### config.mk
export PLATFORM = sky130hd
export DESIGN_NAME = data_sram_req_ctrl
export DESIGN_NICKNAME = d
export VERILOG_FILES = /design/src/rtl/data_sram_req_ctrl.sv
export SDC_FILE = /design/constraint.sdc
export NUM_CORES = 1
export LEC_CHECK = 0
export BUFFER_PORTS_ARGS = -buffer_cell sky130_fd_sc_hd__buf_4
export CAP_MARGIN = 20
export CORE_MARGIN = 4
export CORE_UTILIZATION = 25
export CTS_BUF_LIST = sky130_fd_sc_hd__clkbuf_8
export DETAILED_ROUTE_END_ITERATION = 12
export PLACE_DENSITY = 0.56
export SLEW_MARGIN = 20
export SYNTH_ARGS = -nofsm -noshare
export SYNTH_HDL_FRONTEND = slang
export SYNTH_SLANG_ARGS = --single-unit
### constraint.sdc
create_clock -name clk -period 5.04 [get_ports clk]
set_clock_uncertainty 0.15 [all_clocks]
set_input_delay 0.252 -clock clk [delete_from_list [all_inputs] [get_ports clk]]
set_output_delay 0.252 -clock clk [all_outputs]
set_load 0.01 [all_outputs]
### src/rtl/data_sram_req_ctrl.sv
// Data-memory request sequencer between the EXE/MEM pipeline and an SRAM-like req/addr_ok/data_ok bus.
// Optional misaligned-access trap: define DATA_SRAM_ALE_CHECK_EN to add the ale_ex/ale_badv outputs.
module data_sram_req_ctrl #(
    parameter int MAX_OUTSTANDING = 2
) (
    input  logic        clk,
    input  logic        reset,
    input  logic        es_req_valid,
    input  logic        es_req_wr,
    input  logic [1:0]  es_req_size,
    input  logic [31:0] es_req_addr,
    input  logic [31:0] es_req_wdata,
    output logic        es_req_ready,
    output logic        ms_resp_valid,
    output logic [31:0] ms_resp_rdata,
    input  logic        ms_resp_ready,
    input  logic        flush,
    output logic        data_sram_req,
    output logic        data_sram_wr,
    output logic [1:0]  data_sram_size,
    output logic [3:0]  data_sram_wstrb,
    output logic [31:0] data_sram_addr,
    output logic [31:0] data_sram_wdata,
    input  logic        data_sram_addr_ok,
    input  logic        data_sram_data_ok,
    input  logic [31:0] data_sram_rdata,
    output logic        busy
`ifdef DATA_SRAM_ALE_CHECK_EN
    ,
    output logic        ale_ex,
    output logic [31:0] ale_badv
`endif
);

    localparam int PW = (MAX_OUTSTANDING > 1) ? $clog2(MAX_OUTSTANDING) : 1;
    localparam logic [3:0]    MAX_C    = 4'(MAX_OUTSTANDING);
    localparam logic [PW-1:0] LAST_PTR = PW'(MAX_OUTSTANDING - 1);

    typedef enum logic {
        IDLE,
        REQ
    } state_t;

    state_t state_q, state_d;
    logic        hold_sq_q, hold_sq_d;
    logic        wr_q;
    logic [1:0]  size_q;
    logic [31:0] addr_q;
    logic [31:0] wdata_q;
    logic [3:0]  wstrb_q;

    logic [2:0]  inflight_q, inflight_d;
    logic [2:0]  discard_q, discard_d;
    logic [MAX_OUTSTANDING-1:0] wrq_q, wrq_d;

    logic [31:0]   fifo_mem_q [MAX_OUTSTANDING];
    logic [PW-1:0] rd_ptr_q, rd_ptr_d, wr_ptr_q, wr_ptr_d;
    logic [2:0]    fifo_cnt_q, fifo_cnt_d;

    logic [3:0]  total;
    logic        accept, misalign, issue;
    logic        addr_hs, ack_inflight, ack_discard, done_inflight, done_discard;
    logic        push, pop;
    logic [31:0] push_data;
    logic [3:0]  strb_in;
    logic [31:0] wdata_in;
    logic [1:0]  size_in;
    logic [2:0]  cnt_tmp;

    assign total = {1'b0, inflight_q} + {1'b0, discard_q} + {1'b0, fifo_cnt_q};
    assign es_req_ready = !reset && (state_q == IDLE) && !flush && (total < MAX_C);
    assign accept = es_req_valid && es_req_ready;

`ifdef DATA_SRAM_ALE_CHECK_EN
    assign misalign = ((es_req_size == 2'd1) && es_req_addr[0]) ||
                      (es_req_size[1] && (es_req_addr[1:0] != 2'b00));
`else
    assign misalign = 1'b0;
`endif
    assign issue = accept && !misalign;

    always_comb begin
        size_in = es_req_size;
        case (es_req_size)
            2'd0: begin
                strb_in  = 4'b0001 << es_req_addr[1:0];
                wdata_in = {4{es_req_wdata[7:0]}};
            end
            2'd1: begin
                strb_in  = 4'b0011 << {es_req_addr[1], 1'b0};
                wdata_in = {2{es_req_wdata[15:0]}};
            end
            default: begin
                strb_in  = 4'b1111;
                wdata_in = es_req_wdata;
                size_in  = 2'd2;
            end
        endcase
        if (!es_req_wr) strb_in = '0;
    end

    always_comb begin
        state_d   = state_q;
        hold_sq_d = hold_sq_q;
        case (state_q)
            IDLE: begin
                hold_sq_d = 1'b0;
                if (issue) state_d = REQ;
            end
            REQ: begin
                if (data_sram_addr_ok) begin
                    state_d   = IDLE;
                    hold_sq_d = 1'b0;
                end else if (flush) begin
                    hold_sq_d = 1'b1;
                end
            end
            default: state_d = IDLE;
        endcase
    end

    // Responses return in issue order and squashed ones are always the oldest,
    // so discard_count is drained before any live in-flight access.
    assign addr_hs       = (state_q == REQ) && data_sram_addr_ok;
    assign ack_inflight  = addr_hs && !hold_sq_q && !flush;
    assign ack_discard   = addr_hs && (hold_sq_q || flush);
    assign done_discard  = data_sram_data_ok && (discard_q != 3'd0);
    assign done_inflight = data_sram_data_ok && (discard_q == 3'd0);

    always_comb begin
        wrq_d   = wrq_q;
        cnt_tmp = inflight_q;
        if (flush) begin
            inflight_d = '0;
            discard_d  = discard_q + inflight_q - 3'(data_sram_data_ok) + 3'(ack_discard);
            wrq_d      = '0;
        end else begin
            inflight_d = inflight_q + 3'(ack_inflight) - 3'(done_inflight);
            discard_d  = discard_q + 3'(ack_discard) - 3'(done_discard);
            if (done_inflight) begin
                wrq_d   = wrq_q >> 1;
                cnt_tmp = inflight_q - 3'd1;
            end
            if (ack_inflight) begin
                for (int unsigned i = 0; i < MAX_OUTSTANDING; i++) begin
                    if (3'(i) == cnt_tmp) wrq_d[i] = wr_q;
                end
            end
        end
    end

    assign push      = done_inflight && !flush;
    assign pop       = ms_resp_valid && ms_resp_ready && !flush;
    assign push_data = wrq_q[0] ? '0 : data_sram_rdata;

    always_comb begin
        if (flush) begin
            fifo_cnt_d = '0;
            rd_ptr_d   = '0;
            wr_ptr_d   = '0;
        end else begin
            fifo_cnt_d = fifo_cnt_q + 3'(push) - 3'(pop);
            rd_ptr_d   = rd_ptr_q;
            wr_ptr_d   = wr_ptr_q;
            if (pop)  rd_ptr_d = (rd_ptr_q == LAST_PTR) ? '0 : rd_ptr_q + 1'b1;
            if (push) wr_ptr_d = (wr_ptr_q == LAST_PTR) ? '0 : wr_ptr_q + 1'b1;
        end
    end

    always_ff @(posedge clk or posedge reset) begin
        if (reset) begin
            state_q    <= IDLE;
            hold_sq_q  <= 1'b0;
            wr_q       <= 1'b0;
            size_q     <= '0;
            addr_q     <= '0;
            wdata_q    <= '0;
            wstrb_q    <= '0;
            inflight_q <= '0;
            discard_q  <= '0;
            wrq_q      <= '0;
            fifo_mem_q <= '{default: '0};
            rd_ptr_q   <= '0;
            wr_ptr_q   <= '0;
            fifo_cnt_q <= '0;
        end else begin
            state_q    <= state_d;
            hold_sq_q  <= hold_sq_d;
            inflight_q <= inflight_d;
            discard_q  <= discard_d;
            wrq_q      <= wrq_d;
            rd_ptr_q   <= rd_ptr_d;
            wr_ptr_q   <= wr_ptr_d;
            fifo_cnt_q <= fifo_cnt_d;
            if (issue) begin
                wr_q    <= es_req_wr;
                size_q  <= size_in;
                addr_q  <= es_req_addr;
                wdata_q <= wdata_in;
                wstrb_q <= strb_in;
            end
            if (push) fifo_mem_q[wr_ptr_q] <= push_data;
        end
    end

`ifdef DATA_SRAM_ALE_CHECK_EN
    logic        ale_ex_q;
    logic [31:0] ale_badv_q;

    always_ff @(posedge clk or posedge reset) begin
        if (reset) begin
            ale_ex_q   <= 1'b0;
            ale_badv_q <= '0;
        end else begin
            ale_ex_q <= accept && misalign;
            if (accept && misalign) ale_badv_q <= es_req_addr;
        end
    end

    assign ale_ex   = ale_ex_q;
    assign ale_badv = ale_badv_q;
`endif

    assign data_sram_req   = (state_q == REQ);
    assign data_sram_wr    = wr_q;
    assign data_sram_size  = size_q;
    assign data_sram_wstrb = wstrb_q;
    assign data_sram_addr  = addr_q;
    assign data_sram_wdata = wdata_q;

    assign ms_resp_valid = (fifo_cnt_q != 3'd0);
    assign ms_resp_rdata = fifo_mem_q[rd_ptr_q];

    assign busy = (state_q == REQ) || (inflight_q != 3'd0) || (discard_q != 3'd0) || ms_resp_valid;

endmodule

# Word-level counts from Yosys, hierarchy flattened

Index checks and enable logic that the tools add are counted.

Add/sub/neg operators: 14
Magnitude comparators: 4
Equal/unequal tests: 3
Shift-type cells: 2
Multiplexer cells: 33
Bitwise operators: 3
Reductions and logical operators: 30

Operators with widths:

| cell                | count |
|---|---|
| $mux 32             | 5 |
| $bwmux 64           | 1 |
| $pmux 32 s2         | 1 |
| $demux 32 s1        | 1 |
| $mux 3              | 5 |
| $logic_and 1x1->1   | 14 |
| $add 3x1->3         | 4 |
| $mux 1              | 12 |
| $sub 3x1->3         | 4 |
| $reduce_bool 3->1   | 3 |
| $mux 2              | 4 |
| $pmux 4 s2          | 1 |
| $logic_not 3->1     | 2 |
| $add 3x3->4         | 1 |
| $add 4x3->4         | 1 |
| $ge 2x2->1 const B  | 2 |
| $logic_or 1x1->1    | 4 |
| $lt 4x2->1 const B  | 1 |
| $mux 4              | 1 |
| $not 1->2           | 2 |
| $pmux 1 s2          | 2 |
| $reduce_bool 2->1   | 2 |
| $shl 1x2->4 const A | 1 |
| $shl 2x2->4 const A | 1 |
| other kinds (11)    | 14 |

Register bits: 150
Input port bits: 106
Logic and storage cells: 104

# Depth between registers and ports, before layout

Word-level depth: 8
Gate-level depth with buffers: 12

# Worst setup path before layout

Ideal clock, no wire load.

Kind: register to register
Start: register inflight_q[1]
End: register addr_q[10], in the netlist data_sram_addr[10]
Arrival: 2529 ps
Path slack: 2236 ps
Stages on the path, launching flop included: 12
Clock period less this slack: 2804 ps
Cell sequence: dfrtp_1 inv_1 fa_1 inv_1 ha_1 inv_1 fa_1 xnor2_1 nand4_1 buf_4 buf_6 mux2_4

Longest elaborated chain between the ends: 5

RTL lines:

| what                     | RTL line | RTL |
|---|---|---|
| start: declaration       | 52       | `logic [2:0] inflight_q, inflight_d;` |
| start signal: assignment | 189      | `inflight_q <= inflight_d;` |
| $add 3x3->4              | 70       | `assign total = {1'b0, inflight_q} + {1'b0, discard_q} + {1'b0, fifo_cnt_q};` |
| $add 4x3->4              | 70       |  |
| $lt 4x2->1               | 71       | `assign es_req_ready = !reset && (state_q == IDLE) && !flush && (total < MAX_C);` |
| $logic_and 1x1->1        | 71       |  |
| $logic_and 1x1->1        | 72       | `assign accept = es_req_valid && es_req_ready;` |
| end signal: assignment   | 198      | `addr_q <= es_req_addr;` |
| end: declaration         | 48       | `logic [31:0] addr_q;` |

No other way between the ends.
A chain may end at the register's enable or synchronous reset.

# Worst setup path in the final report

Start: register inflight_q[1]
End: register addr_q[30], in the netlist data_sram_addr[30]

The elaborated chain is that of the path after synthesis.

==> flow_summary.html <==
<table>
<tr><th>Metric</th><th>Value</th></tr>
<tr><th colspan="2">Run status</th></tr>
<tr><td>Run status</td><td>finished, final reports clean</td></tr>
<tr><th colspan="2">Cells and area</th></tr>
<tr><td>Seq. cell area</td><td>3750 um^2</td></tr>
<tr><td>Layout Area Growth over Synthesis</td><td>41.8%</td></tr>
<tr><td>Antenna diodes</td><td>0</td></tr>
<tr><td>Final core area utilization</td><td>36.0%</td></tr>
<tr><td>Share of post-route cells with drive strength above 1</td><td>46.9%</td></tr>
<tr><td>Fill count</td><td>2881</td></tr>
<tr><td>Total area of multi-input combinational cells</td><td>3260 um^2</td></tr>
<tr><td>Total Nets Final</td><td>964</td></tr>
<tr><th colspan="2">Clocking</th></tr>
<tr><td>Clock latency at the later pin of the worst-skew pair</td><td>0.43 ns</td></tr>
<tr><td>Clock-pin slew on the worst setup and hold paths</td><td>0.09 ns</td></tr>
<tr><td>Total of hold buffers inserted after clock tree synthesis</td><td>68</td></tr>
<tr><td>Setup Buffers After CTS</td><td>0</td></tr>
<tr><td>TritonCTS buffer count</td><td>17</td></tr>
<tr><td>CTS H-tree lvls</td><td>4</td></tr>
<tr><td>CTS Sinks</td><td>150</td></tr>
<tr><td>Root buffer selected by CTS</td><td>sky130_fd_sc_hd__clkbuf_8</td></tr>
<tr><td>CTS tree</td><td>built</td></tr>
<tr><td>CTS-repair resized insts</td><td>0</td></tr>
<tr><td>Deepest clock path buffer count</td><td>2</td></tr>
<tr><th colspan="2">Worst setup path</th></tr>
<tr><td>Required time at the worst-slack endpoint</td><td>5.22 ns</td></tr>
<tr><td>Worst endpoint data arrival time</td><td>3.66 ns</td></tr>
<tr><td>Classification of the worst setup path</td><td>flop to flop</td></tr>
<tr><td>Category of the worst setup path capture point</td><td>flop</td></tr>
<tr><td>Max Fanout on Critical Path</td><td>80</td></tr>
<tr><td>Startpoint type of the worst setup path</td><td>flop</td></tr>
<tr><th colspan="2">STA</th></tr>
<tr><td>Number of max-slew violations in the final report</td><td>0</td></tr>
<tr><td>Final-report setup violation count</td><td>0</td></tr>
<tr><td>Post-route minimum period</td><td>3.49 ns</td></tr>
<tr><td>Achievable frequency</td><td>287 MHz</td></tr>
<tr><td>Unrepaired setup endpoints after global routing</td><td>no</td></tr>
<tr><td>Part of the cycle the worst path needs</td><td>69.2%</td></tr>
<tr><td>Hold Fails Final Rpt</td><td>0</td></tr>
<tr><td>Setup slack after layout</td><td>1.55 ns</td></tr>
<tr><td>Actual transition at the worst max-transition pin</td><td>0.671 ns</td></tr>
<tr><td>Tightest slew margin relative to the limit</td><td>55.2%</td></tr>
<tr><td>Hold_ws</td><td>0.0540 ns</td></tr>
<tr><td>Accumulated negative setup slack</td><td>0 ns</td></tr>
<tr><th colspan="2">Place</th></tr>
<tr><td>I/O Buffers</td><td>212</td></tr>
<tr><td>HPWL Detailed</td><td>12.6 mm</td></tr>
<tr><td>Global placement routability congestion</td><td>0.735</td></tr>
<tr><td>Worst setup timing slack at the placement stage</td><td>1.55 ns</td></tr>
<tr><th colspan="2">Die</th></tr>
<tr><td>Number of standard-cell rows in the floorplan</td><td>62</td></tr>
<tr><td>Area of the die</td><td>32000 um^2</td></tr>
<tr><td>Width of the chip</td><td>179 um</td></tr>
<tr><td>I/O pins</td><td>213</td></tr>
<tr><td>Core Area</td><td>28700 um^2</td></tr>
<tr><td>Effective utilization at floorplan</td><td>25.4%</td></tr>
<tr><td>Height of the die</td><td>179 um</td></tr>
<tr><th colspan="2">Global routing</th></tr>
<tr><td>GRT Total Usage</td><td>12.2%</td></tr>
<tr><td>Total overflow reported by the global router</td><td>0</td></tr>
<tr><td>Met2 track utilization from global routing</td><td>20.2%</td></tr>
<tr><td>Antenna violations before repair</td><td>0</td></tr>
<tr><td>Via count of the first global-routing pass</td><td>5690</td></tr>
<tr><td>Grt peak-use layer</td><td>met2</td></tr>
<tr><td>GRT met1 Usage</td><td>15.2%</td></tr>
<tr><td>GRT met3 Usage</td><td>4.30%</td></tr>
<tr><td>Pin count of the biggest net entering global routing</td><td>81</td></tr>
<tr><td>Wire length of the first global-routing pass</td><td>30.8 mm</td></tr>
<tr><th colspan="2">Routing</th></tr>
<tr><td>Total number of vias</td><td>5166</td></tr>
<tr><td>First-pass detailed-route iteration total</td><td>4</td></tr>
<tr><td>Routed vias/inst</td><td>4.19</td></tr>
<tr><td>Overall routed net length</td><td>19.1 mm</td></tr>
<tr><td>Detailed-route wire length per cell</td><td>15.5 um</td></tr>
<tr><td>DRC violation total after the first TritonRoute iteration</td><td>164</td></tr>
<tr><td>DRC</td><td>0</td></tr>
<tr><td>Antenna violation net count after detailed routing</td><td>0</td></tr>
<tr><th colspan="2">Synth</th></tr>
<tr><td>Top cells by area in the synthesized netlist</td><td>sky130_fd_sc_hd__dfrtp_1 (51%), sky130_fd_sc_hd__mux2_2 (15%), sky130_fd_sc_hd__mux2_4 (8.4%), sky130_fd_sc_hd__mux2i_1 (3.6%), sky130_fd_sc_hd__nor2b_1 (3.1%)</td></tr>
<tr><td>Yosys warning count</td><td>0</td></tr>
<tr><td>Average instance area after synthesis</td><td>13.0 um^2</td></tr>
<tr><td>Proportion of synthesized chip area in sequential cells</td><td>51.5%</td></tr>
<tr><td>Number of different library cells in the post-synthesis netlist</td><td>39</td></tr>
<tr><td>Area leader, netlist</td><td>sky130_fd_sc_hd__dfrtp_1</td></tr>
<tr><td>Number of register bits inferred by synthesis</td><td>150</td></tr>
<tr><td>Number of standard cells after synthesis</td><td>560</td></tr>
<tr><td>Synth async-reset ratio</td><td>100%</td></tr>
<tr><td>Post-synth EDFFs</td><td>0</td></tr>
<tr><td>Library cell with the highest instance count after synthesis</td><td>sky130_fd_sc_hd__dfrtp_1</td></tr>
<tr><td>Leading register cell type out of synthesis</td><td>sky130_fd_sc_hd__dfrtp_1</td></tr>
<tr><td>Post-synthesis instance area</td><td>7290 um^2</td></tr>
<tr><td>Yosys top cell area share</td><td>51.5%</td></tr>
<tr><td>Top cells by count, synth</td><td>sky130_fd_sc_hd__dfrtp_1 (150), sky130_fd_sc_hd__mux2_2 (98), sky130_fd_sc_hd__mux2_4 (41)</td></tr>
<tr><td>Net count after synthesis</td><td>687</td></tr>
<tr><th colspan="2">Power</th></tr>
<tr><td>PD cells</td><td>514 nW/um^2</td></tr>
<tr><td>IR Drop Worst-Case VDD</td><td>0.218 mV</td></tr>
<tr><td>Leak</td><td>5.12 nW</td></tr>
<tr><th colspan="2">Flow run</th></tr>
<tr><td>Reported max-cap violation count</td><td>0</td></tr>
<tr><th colspan="2">Hold path</th></tr>
<tr><td>Hold Crit Class</td><td>input pin to flop</td></tr>
</table>
## cell usage in the layout, fill, tap and decap left out, types with 2 or more instances in the layout
cell type and n:
sky130_fd_sc_hd__buf_4 218, sky130_fd_sc_hd__dfrtp_1 150, sky130_fd_sc_hd__mux2_2 98, sky130_fd_sc_hd__dlygate4sd3_1 68, sky130_fd_sc_hd__mux2_4 41, sky130_fd_sc_hd__nor2b_1 36, sky130_fd_sc_hd__nand2_1 33, sky130_fd_sc_hd__mux2i_1 26
sky130_fd_sc_hd__o21ai_0 23, sky130_fd_sc_hd__inv_1 23, sky130_fd_sc_hd__nor2_1 22, sky130_fd_sc_hd__clkbuf_8 18, sky130_fd_sc_hd__ha_1 13, sky130_fd_sc_hd__a21oi_1 10, sky130_fd_sc_hd__o21ai_1 9, sky130_fd_sc_hd__fa_1 8
sky130_fd_sc_hd__xnor2_1 7, sky130_fd_sc_hd__inv_6 6, sky130_fd_sc_hd__xor2_1 5, sky130_fd_sc_hd__nand4_1 3, sky130_fd_sc_hd__clkinvlp_4 3, sky130_fd_sc_hd__o31ai_1 2, sky130_fd_sc_hd__or2_2 2, sky130_fd_sc_hd__nor3_1 2
sky130_fd_sc_hd__mux2_1 2, sky130_fd_sc_hd__clkinv_4 2, sky130_fd_sc_hd__inv_8 2
## area by class of cell
class | count | area share (%)
Tap cell | 384 | 4.65
Inverter | 24 | 0.920
Sequential cell | 150 | 36.3
Multi-Input combinational cell | 356 | 31.5
Clock inverter | 13 | 1.32
Clock buffer | 18 | 2.40
Timing Repair Buffer | 288 | 22.9
## flip-flops by register name, indices dropped and copies added, names as in the netlist
signal,flops
fifo_mem_q,64
data_sram_addr,32
data_sram_wdata,32
data_sram_wstrb,4
discard_q,3
fifo_cnt_q,3
inflight_q,3
data_sram_size,2
wrq_q,2
data_sram_req,1
data_sram_wr,1
hold_sq_q,1
rd_ptr_q,1
wr_ptr_q,1
## per-layer routing
layer	routed length (um)	up-vias
met2	9100	165
met1	8330	2521
li1	-	2466
met3	1510	14
met5	0	-
met4	198	0
## path summary, 6_finish.rpt
kind / end / cells after the start / from / slack, ns
max in group asynchronous: fifo_mem_q[46]$_DFFE_PP0P_ / 4 / reset / 3.37
hold / removal: rd_ptr_q$_DFFE_PP0P_ / 4 / ms_resp_ready / 0.05
setup / recovery: data_sram_addr[30]$_DFFE_PP0P_ / 10 / inflight_q[1]$_DFF_PP0_ / 1.55
min in group asynchronous: data_sram_wdata[18]$_DFFE_PP0P_ / 3 / reset / 0.33
hold reg to reg: data_sram_wstrb[0]$_DFFE_PP0P_ / 2 / data_sram_wstrb[0]$_DFFE_PP0P_ / 0.34
setup reg to reg: data_sram_addr[30]$_DFFE_PP0P_ / 10 / inflight_q[1]$_DFF_PP0_ / 1.55
## critical path: stages (launching register included)
cell and delay (ns):
sky130_fd_sc_hd__dfrtp_1 0.43, sky130_fd_sc_hd__inv_1 0.13, sky130_fd_sc_hd__fa_1 0.49, sky130_fd_sc_hd__inv_1 0.07, sky130_fd_sc_hd__ha_1 0.14, sky130_fd_sc_hd__inv_1 0.05, sky130_fd_sc_hd__fa_1 0.43, sky130_fd_sc_hd__xnor2_1 0.17
sky130_fd_sc_hd__nand4_1 0.48, sky130_fd_sc_hd__buf_12 0.42, sky130_fd_sc_hd__mux2_4 0.36
## power by group
| part | leakage, nW | switching, mW | internal, mW |
|---|---|---|---|
| sequential | 1.93 | 0.299 | 1.68 |
| combinational | 3.00 | 0.999 | 1.39 |
| clock | 0.187 | 0.520 | 0.417 |
| total | 5.12 | 1.82 | 3.49 |
## kinds of logic after synthesis
group | Yosys count | share of synthesized area, %
AO/OA/AOI/OAI | 47 | 3.38
adder cells (fa/ha/maj) | 21 | 4.43
multiplexers | 167 | 27.5
flip-flops | 150 | 51.5
AND/OR/NAND/NOR | 109 | 8.00
XOR/XNOR | 12 | 1.44
buffers and inverters | 54 | 3.83
## stage by stage
| step | cell area, um^2 | instances | total power, mW |
|---|---|---|---|
| after global routing | 10300 | 1233 | 5.73 |
| after detailed placement | 9250 | 1133 | 4.37 |
| after floorplan | 7290 | 560 | 3.34 |
| after global placement | 9250 | 1133 | 4.35 |
| final | 10300 | 1233 | 5.31 |
| after CTS | 10300 | 1232 | 5.40 |
Note: power is estimated with default switching activity, not from simulation.
